**src/rtl/phys_reg_free_list.sv**
```systemverilog
// Circular free list of physical register tags with a committed head for one-cycle flush rollback.
// Optional same-cycle release-to-alloc bypass when empty: define FREE_LIST_BYPASS_EN.
module phys_reg_free_list #(
    parameter int unsigned NUM_PHYS_REGS = 64,
    parameter int unsigned NUM_ARCH_REGS = 32,
    localparam int unsigned DEPTH  = NUM_PHYS_REGS - NUM_ARCH_REGS,
    localparam int unsigned PREG_W = $clog2(NUM_PHYS_REGS),
    localparam int unsigned PTR_W  = $clog2(DEPTH)
) (
    input  logic              clk,
    input  logic              rst,
    input  logic              flush,
    input  logic              alloc_req,
    output logic              alloc_valid,
    output logic [PREG_W-1:0] alloc_preg,
    input  logic              release_valid,
    input  logic [PREG_W-1:0] release_preg,
    input  logic              commit_valid,
    output logic              free_list_empty,
    output logic              free_list_full,
    output logic [PTR_W:0]    free_count
);

    logic [PREG_W-1:0] mem_q [DEPTH];

    // Pointers carry an extra wrap bit so full and empty differ only in the MSB.
    logic [PTR_W:0] head_q, head_d;
    logic [PTR_W:0] commit_head_q, commit_head_d;
    logic [PTR_W:0] tail_q, tail_d;

    logic [PTR_W:0] count;
    logic           release_accept;
    logic           alloc_fire;
    logic           bypass;

    assign count           = tail_q - head_q;
    assign free_list_empty = (count == '0);
    assign free_list_full  = (count == (PTR_W+1)'(DEPTH));
    assign free_count      = count;
    assign release_accept  = release_valid && !free_list_full;

`ifdef FREE_LIST_BYPASS_EN
    assign bypass = free_list_empty && release_valid && !flush;
`else
    assign bypass = 1'b0;
`endif

    always_comb begin
        alloc_valid = !free_list_empty && !flush;
        alloc_preg  = mem_q[head_q[PTR_W-1:0]];
        if (bypass) begin
            alloc_valid = 1'b1;
            alloc_preg  = release_preg;
        end
    end

    assign alloc_fire = alloc_req && alloc_valid;

    always_comb begin
        commit_head_d = commit_head_q + {{PTR_W{1'b0}}, commit_valid};
        tail_d        = tail_q + {{PTR_W{1'b0}}, release_accept};
        head_d        = head_q;
        // Flush discards every speculative allocation beyond the committed point.
        if (flush) begin
            head_d = commit_head_d;
        end else if (alloc_fire) begin
            head_d = head_q + 1'b1;
        end
    end

    always_ff @(posedge clk) begin
        if (rst) begin
            head_q        <= '0;
            commit_head_q <= '0;
            tail_q        <= (PTR_W+1)'(DEPTH);
            for (int unsigned i = 0; i < DEPTH; i++) begin
                mem_q[i] <= PREG_W'(NUM_ARCH_REGS + i);
            end
        end else begin
            head_q        <= head_d;
            commit_head_q <= commit_head_d;
            tail_q        <= tail_d;
            if (release_accept) begin
                mem_q[tail_q[PTR_W-1:0]] <= release_preg;
            end
        end
    end

endmodule

```
**config.mk**
```make
export PLATFORM = sky130hd
export DESIGN_NAME = phys_reg_free_list
export DESIGN_NICKNAME = d
export VERILOG_FILES = /design/src/rtl/phys_reg_free_list.sv
export SDC_FILE = /design/constraint.sdc
export NUM_CORES = 1
export LEC_CHECK = 0
export ABC_AREA = 1
export BUFFER_PORTS_ARGS = -buffer_cell sky130_fd_sc_hd__buf_2
export CAP_MARGIN = 15
export CORE_MARGIN = 2
export CORE_UTILIZATION = 40
export CTS_CLUSTER_DIAMETER = 30
export DETAILED_ROUTE_END_ITERATION = 16
export SLEW_MARGIN = 20
export SYNTH_ARGS = -nofsm -noshare
export SYNTH_HDL_FRONTEND = slang
export SYNTH_SLANG_ARGS = --single-unit
export TNS_END_PERCENT = 100
```
**constraint.sdc**
```tcl
create_clock -name clk -period 5.5 [get_ports clk]
set_input_delay 1.375 -clock clk [delete_from_list [all_inputs] [get_ports clk]]
set_output_delay 1.375 -clock clk [all_outputs]
set_load 0.01 [all_outputs]
```
==> results.md <==
- Status: completed
- CP Launch Type: flop
- Most frequent cells in the layout: nor2_1 (218), edfxtp_1 (192), nand2_1 (187), o21ai_0 (107), nand3_1 (105)
- Most frequent CP cell: nand2_1
- Core Area: 25100 µm²
- Synth Area per Inst: 9.53 µm²
- Clock Pin Slew Worst Setup and Hold Paths: 0.05 ns
- Slew headroom: 30.2%
- Post-CTS Setup Bufs: 0
- Most common cell after layout, fill and taps aside: nor2_1
- Die width: 164 µm
- Worst Path Required: 4.12 ns
- H-tree levels: 2
- Fmax: 236 MHz
- Final critical-path share of the clock period: 77.1%
- Row Count: 58
- Final Critical Period: 4.24 ns
- CTS root buffer: clkbuf_16
- WP data arrival: 2.86 ns
- First-pass GRT wire length: 43.6 mm
- Power per cell area: 428 nW/µm²
- Post-CTS Resized: 0
- Hold path depth: 2
- Vias in the first global route: 7861
- Yosys reg bits: 215
- Grt total ovfl: 0
- Initial antenna violation count: 0
- DR WL/cell: 19.3 µm
- DIE HEIGHT: 164 µm
- Starting Density: 40.5%
- Post-synthesis cell count: 1068
- Setup tns final: 0 ns
- Crit-path cells: inv_2 > buf_4 > o21ai_0 > o221ai_1 > nand3_1 > nand2_1 > nand2_1 > nand2_1 > buf_2
- Post-route antenna net violation count: 0
- Slowest stage delay, CP: 0.67 ns
- Pre-CTS setup slack: 1.83 ns
- Post-route DRC violation count: 0
- Clk buf depth: 3
- Synth unique cells: 29
- Nets: 1104
- Maxcap violations: 0
- CTS tree: built
- Die footprint: 26700 µm²
- Clock sinks: 215
- Post-Syn Nets: 1091
- Endpoints failing setup: 0
- Port bufs: 26
- Non-Filler Cell Area, Final: 12200 µm²
- Largest net degree at the start of global routing: 97
- Hold Vio Cnt, Final: 0
- Slowest cell on crit path: inv_2
- R2R cell count: 14
- Ys Warns: 0
- Worst skew pair latency: 0.55 ns
- Final WL: 28.0 mm
- Setup crit end kind: output port
- Crit Path Class: reg2out
- Post-Syn Area: 10200 µm²
- Via/cell ratio: 5.50
- Placer Congestion: 0.837
- Num CTS Buffers: 49
- Peak supply drop: 0.256 mV
- Final Max Slew Viols: 0
- Ant. Diodes: 0
- Layout Skew: 0.0325 ns
- DR pass1 iterations: 5
- Hold Path Class: reg2reg
- Hpwl dp: 17.0 mm
- Hold buffers post-CTS: 0
- IO Count: 27
- Vias: 7979
- Seq/Total Area, Yosys: 61.2%
- Actual slew at the worst max-slew pin: 1.05 ns
- Area Overhead vs Synth: 19.5%
- Total GRT Usage: 21.4%
- Total placed instance area: 10500 µm²
- DR iter-0 viols: 866
- Leakage Power: 4.21 nW
- RSZ-0062 raised after global routing: false
- Worst setup margin: 1.26 ns
- Layout cell share with drive strength beyond 1: 11.9%
- Maximum fanout along the worst path: 61
-- layer usage --
layer	track usage (%)	share of wire (%)
met1	29.0	43
met2	33.4	46
met3	4.62	8.1
met4	8.69	2.9
met5	0	0
-- cell usage after synthesis --
cell      count  share of area (%)
ha_1         10                1.2
nor2_4        3               0.33
nor2_2        1              0.061
fa_1          1               0.20
o211ai_1      4               0.29
o21ai_0     107                5.3
nor2_1      218                8.0
dfxtp_1      23                4.5
a21oi_1       9               0.44
buf_6         1               0.11
nand4_1       3               0.18
nor3b_1       1              0.074
nand3_1     105                5.2
clkinv_1      3               0.11
nor3_1        7               0.34
nor3_2        3               0.29
o22ai_1      11               0.68
or2_2         1              0.061
inv_1        54                2.0
nand2_1     187                6.9
o221ai_1     38                3.3
nand2_2       1              0.061
nand3_4       1               0.17
buf_2        12               0.59
xnor2_1       1              0.086
clkbuf_1     65                2.4
xor2_1        5               0.43
buf_4         1              0.074
edfxtp_1    192                 57
-- layout make-up --
| cell class | instances | area (µm²) |
|---|---|---|
| sequential | 215 | 6230 |
| inverter | 57 | 214 |
| multi-input combinational | 717 | 3420 |
| clock inverter | 28 | 315 |
| clock buffer | 62 | 1340 |
| timing repair buffer | 41 | 243 |
| tap | 330 | 413 |
| fill | 2341 | 12900 |
-- logic make-up (layout without fill, tap and decap cells) --
kind of cell / after synthesis / after routing / synth area share, %
compound gates: 169 / 169 / 9.94
simple gates: 531 / 531 / 21.7
xor+xnor: 6 / 6 / 0.516
flops: 215 / 215 / 61.2
buf+inv: 136 / 188 / 5.27
fa+ha+maj: 11 / 11 / 1.43
-- critical path, delay by kind of cell (launching register included) --
family / cells / cell delay (ns)
simple gates: 4 / 0.43
compound gates: 2 / 0.29
flops: 1 / 0.32
buf+inv: 3 / 1.25
-- per-stage QoR --
step	instances	power [mW]	hold WS [ns]	util [%]
6_report	1450	5.20	0.506	48.5
3_3_place_gp	1360	2.36	0.489	41.9
3_5_place_dp	1360	2.36	0.503	41.9
5_1_grt	1450	5.38	0.535	48.5
2_1_floorplan	1068	2.20	0.467	-
4_1_cts	1450	5.23	0.510	48.5
-- flip-flops by register name (all words and copies together) (netlist names), named ones only --
register / cells
mem_q: 192
head_q: 6
commit_head_q: 6
tail_q: 6
-- path summary, 6_finish.rpt --
path	start	endpoint	slack, ns
worst min-delay path	head_q[4]	head_q[4]	0.51
worst max-delay path	flop	alloc_preg[3]	1.26
worst min register to register	head_q[4]	head_q[4]	0.51
worst max register to register	tail_q[0]	mem_q[3][4]	1.81
-- power breakdown --
| group | total [mW] | switching, mW | internal, mW | leakage [nW] |
|---|---|---|---|---|
| clock | 2.86 | 0.915 | 1.95 | 0.799 |
| combinational | 0.499 | 0.361 | 0.138 | 1.63 |
| sequential | 1.84 | 0.0248 | 1.82 | 1.78 |
Power figures use the tool's default switching activity.
